File: src/rtl/router_pkg.sv
// Shared types for the router packet-reception controller: state encoding,
// default geometry and the destination-address validity helper.
package router_pkg;

   localparam int NUM_PORTS_DEF = 3;
   localparam int ADDR_W_DEF    = 2;
   localparam int DROP_W_DEF    = 8;

   typedef enum logic [2:0] {
      DECODE_ADDRESS     = 3'd0,
      LOAD_FIRST_DATA    = 3'd1,
      LOAD_DATA          = 3'd2,
      FIFO_FULL_STATE    = 3'd3,
      LOAD_AFTER_FULL    = 3'd4,
      LOAD_PARITY        = 3'd5,
      CHECK_PARITY_ERROR = 3'd6,
      WAIT_TILL_EMPTY    = 3'd7
   } state_t;

   // A header addresses a FIFO only if it falls inside 0..numPorts-1.
   function automatic logic isInvalidAddr(input int addr, input int numPorts);
      return addr >= numPorts;
   endfunction

endpackage

File: src/rtl/router_ctrl_fsm.sv
// Packet-reception controller: sequences header decode, payload load, full stall
// and parity handling, and counts headers dropped for an out-of-range address.
module router_ctrl_fsm
   import router_pkg::*;
#(
   parameter int NUM_PORTS = NUM_PORTS_DEF,
   parameter int ADDR_W    = ADDR_W_DEF,
   parameter int DROP_W    = DROP_W_DEF
) (
   input  logic                 clock,
   input  logic                 resetn,
   input  logic                 pkt_valid,
   input  logic [ADDR_W-1:0]    data_in,
   input  logic                 fifo_full,
   input  logic [NUM_PORTS-1:0] fifo_empty,
   input  logic [NUM_PORTS-1:0] soft_reset,
   input  logic                 parity_done,
   input  logic                 low_pkt_valid,
   output logic                 detect_add,
   output logic                 lfd_state,
   output logic                 ld_state,
   output logic                 laf_state,
   output logic                 full_state,
   output logic                 write_enb_reg,
   output logic                 rst_int_reg,
   output logic                 busy,
   output logic [DROP_W-1:0]    drop_cnt
);

   localparam int PAD_W = 2 ** ADDR_W;

   state_t              state_q, state_d;
   logic [ADDR_W-1:0]   dest_q, dest_d;
   logic [DROP_W-1:0]   drop_q, drop_d;

   // Padding to the full address space makes invalid addresses read as
   // "not empty / no soft reset" instead of indexing past the port vectors.
   logic [PAD_W-1:0]    emptyPad;
   logic [PAD_W-1:0]    softPad;

   assign emptyPad = PAD_W'(fifo_empty);
   assign softPad  = PAD_W'(soft_reset);
   assign drop_cnt = drop_q;

   always_comb begin
      state_d = state_q;
      dest_d  = dest_q;
      drop_d  = drop_q;
      if (state_q != DECODE_ADDRESS && softPad[dest_q]) begin
         state_d = DECODE_ADDRESS;
      end else begin
         case (state_q)
            DECODE_ADDRESS: begin
               if (pkt_valid) begin
                  dest_d = data_in;
                  if (isInvalidAddr(int'(data_in), NUM_PORTS)) begin
                     if (drop_q != '1) drop_d = drop_q + 1'b1;
                  end else if (emptyPad[data_in]) begin
                     state_d = LOAD_FIRST_DATA;
                  end else begin
                     state_d = WAIT_TILL_EMPTY;
                  end
               end
            end
            LOAD_FIRST_DATA: state_d = LOAD_DATA;
            LOAD_DATA: begin
               if (fifo_full)       state_d = FIFO_FULL_STATE;
               else if (!pkt_valid) state_d = LOAD_PARITY;
            end
            FIFO_FULL_STATE: begin
               if (!fifo_full) state_d = LOAD_AFTER_FULL;
            end
            LOAD_AFTER_FULL: begin
               if (parity_done)        state_d = DECODE_ADDRESS;
               else if (low_pkt_valid) state_d = LOAD_PARITY;
               else                    state_d = LOAD_DATA;
            end
            LOAD_PARITY: state_d = CHECK_PARITY_ERROR;
            CHECK_PARITY_ERROR: begin
               state_d = fifo_full ? FIFO_FULL_STATE : DECODE_ADDRESS;
            end
            WAIT_TILL_EMPTY: begin
               if (emptyPad[dest_q]) state_d = LOAD_FIRST_DATA;
            end
            default: state_d = DECODE_ADDRESS;
         endcase
      end
   end

   // Strobes are registered from the next state so they line up with state_q.
   always_ff @(posedge clock) begin
      if (!resetn) begin
         state_q       <= DECODE_ADDRESS;
         dest_q        <= '0;
         drop_q        <= '0;
         detect_add    <= 1'b1;
         lfd_state     <= 1'b0;
         ld_state      <= 1'b0;
         laf_state     <= 1'b0;
         full_state    <= 1'b0;
         write_enb_reg <= 1'b0;
         rst_int_reg   <= 1'b0;
         busy          <= 1'b0;
      end else begin
         state_q       <= state_d;
         dest_q        <= dest_d;
         drop_q        <= drop_d;
         detect_add    <= (state_d == DECODE_ADDRESS);
         lfd_state     <= (state_d == LOAD_FIRST_DATA);
         ld_state      <= (state_d == LOAD_DATA);
         laf_state     <= (state_d == LOAD_AFTER_FULL);
         full_state    <= (state_d == FIFO_FULL_STATE);
         write_enb_reg <= (state_d == LOAD_DATA) || (state_d == LOAD_PARITY) ||
                          (state_d == LOAD_AFTER_FULL);
         rst_int_reg   <= (state_d == CHECK_PARITY_ERROR);
         busy          <= (state_d != DECODE_ADDRESS) && (state_d != LOAD_DATA);
      end
   end

endmodule

File: config.mk
export PLATFORM = sky130hd
export DESIGN_NAME = router_ctrl_fsm
export DESIGN_NICKNAME = d
export VERILOG_FILES = /design/src/rtl/router_pkg.sv /design/src/rtl/router_ctrl_fsm.sv
export SDC_FILE = /design/constraint.sdc
export NUM_CORES = 1
export LEC_CHECK = 0
export ABC_AREA = 1
export CORE_AREA = 4 4 56 58
export DETAILED_ROUTE_END_ITERATION = 12
export DIE_AREA = 0 0 60 62
export GPL_ROUTABILITY_DRIVEN = 0
export PLACE_DENSITY = 0.77
export SKIP_CTS_REPAIR_TIMING = 1
export SLEW_MARGIN = 20
export SYNTH_ARGS = -nofsm -noshare
export SYNTH_HDL_FRONTEND = slang
export SYNTH_SLANG_ARGS = --single-unit
File: constraint.sdc
create_clock -name clock -period 1.6 [get_ports clock]
set_input_delay 0.4 -clock clock [delete_from_list [all_inputs] [get_ports clock]]
set_output_delay 0.4 -clock clock [all_outputs]
set_load 0.01 [all_outputs]
# --- Yosys cells after proc, flatten, opt, wreduce, memory -nomap -nowiden ---
# Index checks and enable logic that the tools add are counted.
classes:
  n_addsub: 1
  n_lt_le_gt_ge: 3
  eq_ne: 15
  mux: 18
  bitwise: 1
  n_reduce_logical: 10
ops:
  columns: ["operator", "n"]
  rows:
  - ["two-way mux 3 bit", 10]
  - ["one-hot mux 3 bit (8 select lines)", 1]
  - ["equality test 3 bit, second input constant", 7]
  - ["equality test 3 x 2 -> 1 bit, second input constant", 4]
  - ["adder 8 x 1 -> 8 bit, second input constant", 1]
  - ["inequality test 8 bit, second input constant", 1]
  - ["binary-select mux 1 bit (select 2 bit)", 3]
  - ["equality test 3 x 1 -> 1 bit, second input constant", 2]
  - ["zero test 3 bit", 2]
  - ["less-than comparator 2 x 3 -> 1 bit, second input constant", 2]
  - ["nonzero test 3 bit", 2]
  - ["AND reduction 5 bit", 1]
  - ["two-way mux 1 bit", 3]
  - ["inequality test 3 x 2 -> 1 bit, second input constant", 1]
  - ["AND reduction 3 bit", 1]
  - [">= comparator 2 bit, second input constant", 1]
  - ["logical AND 1 bit", 2]
  - ["logical OR 1 bit", 2]
  - ["two-way mux 2 bit", 1]
  - ["inverter 1 bit", 1]
word_totals:
  regBits: 21
  in_bits: 14
  word_cells: 59

# --- Longest topological paths before layout ---
depth:
  ltp_word: 10
  ltp_mapped: 11

# --- Least setup slack after synthesis ---
# No wires, ideal clock.
synth_path:
  path_kind: "register -> register"
  start: "register drop_q[1] (netlist: drop_cnt[1])"
  end: "register drop_q[2] (netlist: drop_cnt[2])"
  arrival_time_ns: 1.346
  slack_ns: 0.188
  stages_incl_launch_ff: 10
  cell_sequence: "dfxtp_1 ha_1 nand2_1 nor2_1 nand4_1 nand2_4 clkinv_4 nand3_1 nand2_1 a21oi_2"
synth_between:
  elab_chain_cells: 2
  elab_cells_between_ends: 3
  classes_between: "1 x add/sub; 1 x eq/ne; 1 x reduce/logical"
synth_rtl:
  columns: ["item", "line", "rtl"]
  rows:
  - ["start, declared", "router_ctrl_fsm.sv:34", "logic [DROP_W-1:0] drop_q, drop_d;"]
  - ["start signal, assigned", "router_ctrl_fsm.sv:107", "drop_q <= drop_d;"]
  - ["branches (longest 2 deep; another with adder 8 x 1 -> 8 bit)", null, null]
# Parallel ways; which one is timed is not known.
# A chain may end at the register's enable or synchronous reset.

# --- Worst setup path after layout ---
layout_path:
  start: "register ld_state"
  end: "output ld_state"
layout_rtl:
  columns: ["item", "line", "rtl"]
  rows:
  - ["start, declared", "router_ctrl_fsm.sv:21", "output logic ld_state,"]
  - ["start signal, assigned", "router_ctrl_fsm.sv:110", "ld_state <= (state_d == LOAD_DATA);"]
# No word-level cell between the ends.

==> impl_metrics.env <==
export IMPL_final_layout_size_suffix_gt1_share_pct=23.89
export IMPL_vdd_ir_drop_max_mv=1.157
export IMPL_dominantRegCellSynth="sky130_fd_sc_hd__dfxtp_1"
export IMPL_criticalPathCategory="flip-flop to output pin"
export IMPL_final_net_count=242
export IMPL_antenna_found_initial=0
export IMPL_final_max_slew_viol_count=0
export IMPL_final_clock_period_utilization_by_the_worst_path_pct=97.82
export IMPL_power_density_nw_per_um2=1362
export IMPL_clockRootBuffer="sky130_fd_sc_hd__clkbuf_4"
export IMPL_vias_per_cell=4.802
export IMPL_route_detailed_drc=0
export IMPL_timing_reg2reg_worst_path_depth=9
export IMPL_synth_top_cells_by_area="sky130_fd_sc_hd__dfxtp_1, sky130_fd_sc_hd__nand2_1, sky130_fd_sc_hd__inv_1"
export IMPL_placed_cells_incl_taps=250
export IMPL_worst_path_dominant_cell_family="buffers and inverters"
export IMPL_status="completed"
export IMPL_syn_inst=185
export IMPL_static_leakage_power_nw=0.9715
export IMPL_grt_busiest_layer="met2"
export IMPL_dieWidth_um=60
export IMPL_route_detailed_wl_per_inst_um=10.96
export IMPL_synth_async_reset_ratio_pct=0
export IMPL_grt_start_max_net_pins=13
export IMPL_utilization_pct=65.08
export IMPL_global_route_usage_met1_pct=18.34
export IMPL_crit_path_max_fanout=1
export IMPL_area_growth_pct=38.22
export IMPL_worst_ep_arrival_time_ns=1.17
export IMPL_yosysSeqAreaShare_pct=33.53
export IMPL_grt_first_pass_wirelength_um=4360
export IMPL_max_cap_viol_count=0
export IMPL_slew_headroom_pct=80.96
export IMPL_whs_path_depth=2
export IMPL_place_area_um2=1624
export IMPL_drtPass1Iterations=5
export IMPL_rows=19
export IMPL_power_mw=2.361
export IMPL_worst_hold_startpoint="drop_cnt[2]"
export IMPL_num_vias=1234
export IMPL_cts_root_to_sink_buffers=2
export IMPL_synth_largest_area_cell="sky130_fd_sc_hd__dfxtp_1"
export IMPL_edff_count_synth=0
export IMPL_grt_pass1_vias=1051
export IMPL_critPathLaunchType="flip-flop"
export IMPL_cts_sinks=21
export IMPL_synth_warning_count=0
export IMPL_clock_tree_htree_level_count=1
export IMPL_largest_register_ff_count=8
export IMPL_worst_r2r_startpoint="drop_cnt[1]"
export IMPL_min_path_type="flip-flop to flip-flop"
export IMPL_hold_violations=0
export IMPL_syn_num_nets=200
export IMPL_cts_tree="built"
export IMPL_synth_cell_type_count=27
export IMPL_clock_latency_ns=0.31
export IMPL_first_iter_violations=46
export IMPL_hold_slack_ns=0.4903
export IMPL_ioPinCount=30
export IMPL_global_route_usage_total_pct=15.47
export IMPL_io_buffers=29
export IMPL_clock_skew_final_ns=0.003672
export IMPL_die_area_um2=3720
export IMPL_diodes=0
export IMPL_syn_cell_area_um2=1254
export IMPL_grt_ovfl_total=0
export IMPL_core_area_um2=2663
export IMPL_route_antenna_remaining_nets=0
export IMPL_grtUsageMet2_pct=28.09
export IMPL_post_synth_most_frequent_cells="sky130_fd_sc_hd__nand2_1, sky130_fd_sc_hd__inv_1, sky130_fd_sc_hd__nor2_1"
export IMPL_grt_util_met3_pct=2.479
export IMPL_hpwlAfterDp_um=2092
export IMPL_fin_area_um2=1733
export IMPL_post_synth_top_area_fraction_pct=33.53
export IMPL_worst_pin_slew_ns=0.2856
export IMPL_worst_r2r_endpoint="drop_cnt[2]"
export IMPL_required_ns=1.20
export IMPL_routed_wl_um=2816
export IMPL_postSynthRegisterBits=21
export IMPL_cts_clk_slew_worst_paths_ns=0.12
export IMPL_syn_mean_instance_area_um2=6.777
export IMPL_worstPathCellList="clkdlybuf4s50_1"
export IMPL_vertical_die_dimension_um=62
export IMPL_timing_reg2reg_setup_slack_ns=0.09
export IMPL_min_period_ns=1.565
export IMPL_numCtsBuffers=3
export IMPL_crit_buf_inv=1
export IMPL_effective_utilization_at_floorplan_pct=47.09
export IMPL_top_count_cell_post_synth="sky130_fd_sc_hd__nand2_1"
export IMPL_maximum_clock_rate_ghz=0.6389
export IMPL_finalNonFillerCells=257
export IMPL_setup_viol=0
export IMPL_cp_slowest_cell="sky130_fd_sc_hd__clkdlybuf4s50_1"
export IMPL_hold_path_end="drop_cnt[2]"
export IMPL_critPathCaptureType="output pin"
export IMPL_timing_critical_path_slowest_cell_delay_ns=0.53
==> layout by cell type, fill, tap and decap left out <==
master                            instances
sky130_fd_sc_hd__nand3_1                 14
sky130_fd_sc_hd__dfxtp_1                 13
sky130_fd_sc_hd__clkinv_2                 1
sky130_fd_sc_hd__clkinv_4                 1
sky130_fd_sc_hd__xnor2_1                  1
sky130_fd_sc_hd__o21ai_1                  1
sky130_fd_sc_hd__dlymetal6s2s_1          13
sky130_fd_sc_hd__a21oi_1                  9
sky130_fd_sc_hd__nand2_4                  5
sky130_fd_sc_hd__nand2_1                 42
sky130_fd_sc_hd__clkdlybuf4s50_1         16
sky130_fd_sc_hd__inv_1                   26
sky130_fd_sc_hd__inv_2                    2
sky130_fd_sc_hd__ha_2                     1
sky130_fd_sc_hd__nor3b_2                  1
sky130_fd_sc_hd__clkbuf_4                 3
sky130_fd_sc_hd__nand3_2                  3
sky130_fd_sc_hd__nor2_4                   5
sky130_fd_sc_hd__nor2_1                  22
sky130_fd_sc_hd__buf_4                    8
sky130_fd_sc_hd__nor3_1                   3
sky130_fd_sc_hd__nand2_2                  6
sky130_fd_sc_hd__a21oi_2                  1
sky130_fd_sc_hd__nor3_2                   1
sky130_fd_sc_hd__xor2_1                   3
sky130_fd_sc_hd__nor2_2                   6
sky130_fd_sc_hd__inv_6                    1
sky130_fd_sc_hd__o21ai_2                  1
sky130_fd_sc_hd__o21ai_0                  5
sky130_fd_sc_hd__dfxtp_2                  8
sky130_fd_sc_hd__clkinv_1                 1
sky130_fd_sc_hd__nand4_1                  3
==> worst max-delay path by stage <==
stage,from,endpoint,cells past startpoint
detailed placement,pkt_valid,write_enb_reg,10
floorplan,drop_cnt[1],drop_cnt[2],9
global route,data_in[0],detect_add,10
CTS,drop_cnt[5],drop_cnt[5],1
global placement,pkt_valid,write_enb_reg,9
finish,ld_state,ld_state,1
==> logic make-up after synthesis <==
kind of cell	after synthesis	synth area share (%)
AOI/OAI and AO/OA	17	7.385
xor gates and xnor gates	4	2.795
adders and majority gates	1	0.9978
buffers and inverters	32	10.38
DFF	21	33.53
and+or+nand+nor	110	44.91
==> cell type report <==
type / instances / area [µm²]
Fill cell: 263 / 929.6
Multi-Input combinational cell: 133 / 726.9
Sequential cell: 21 / 430.4
Timing Repair Buffer: 37 / 382.9
Inverter: 31 / 126.4
Tap cell: 31 / 38.79
Clock buffer: 3 / 22.52
Clock inverter: 1 / 5.005
==> stage by stage <==
step / worst slack (ns) / setup TNS (ns)
after floorplan: 0.1879 / 0
after global placement: -0.2417 / -3.061
after detailed placement: -0.2826 / -3.445
after CTS: -0.1228 / -0.6923
after global routing: -0.01040 / -0.01411
final: 0.03484 / 0
==> power breakdown <==
part           internal [mW]  total, mW  switching, mW
Sequential             0.651      0.746         0.0950
Combinational          0.543       1.35          0.809
Clock                 0.0933      0.263          0.170
==> routing by layer <==
layer / wire length, µm / up-vias
met4: 27 / 0
met5: 0 / -
met1: 1199 / 544
met2: 1453 / 23
li1: - / 663
met3: 136 / 4
No activity file was read; power rests on OpenSTA's default activity.
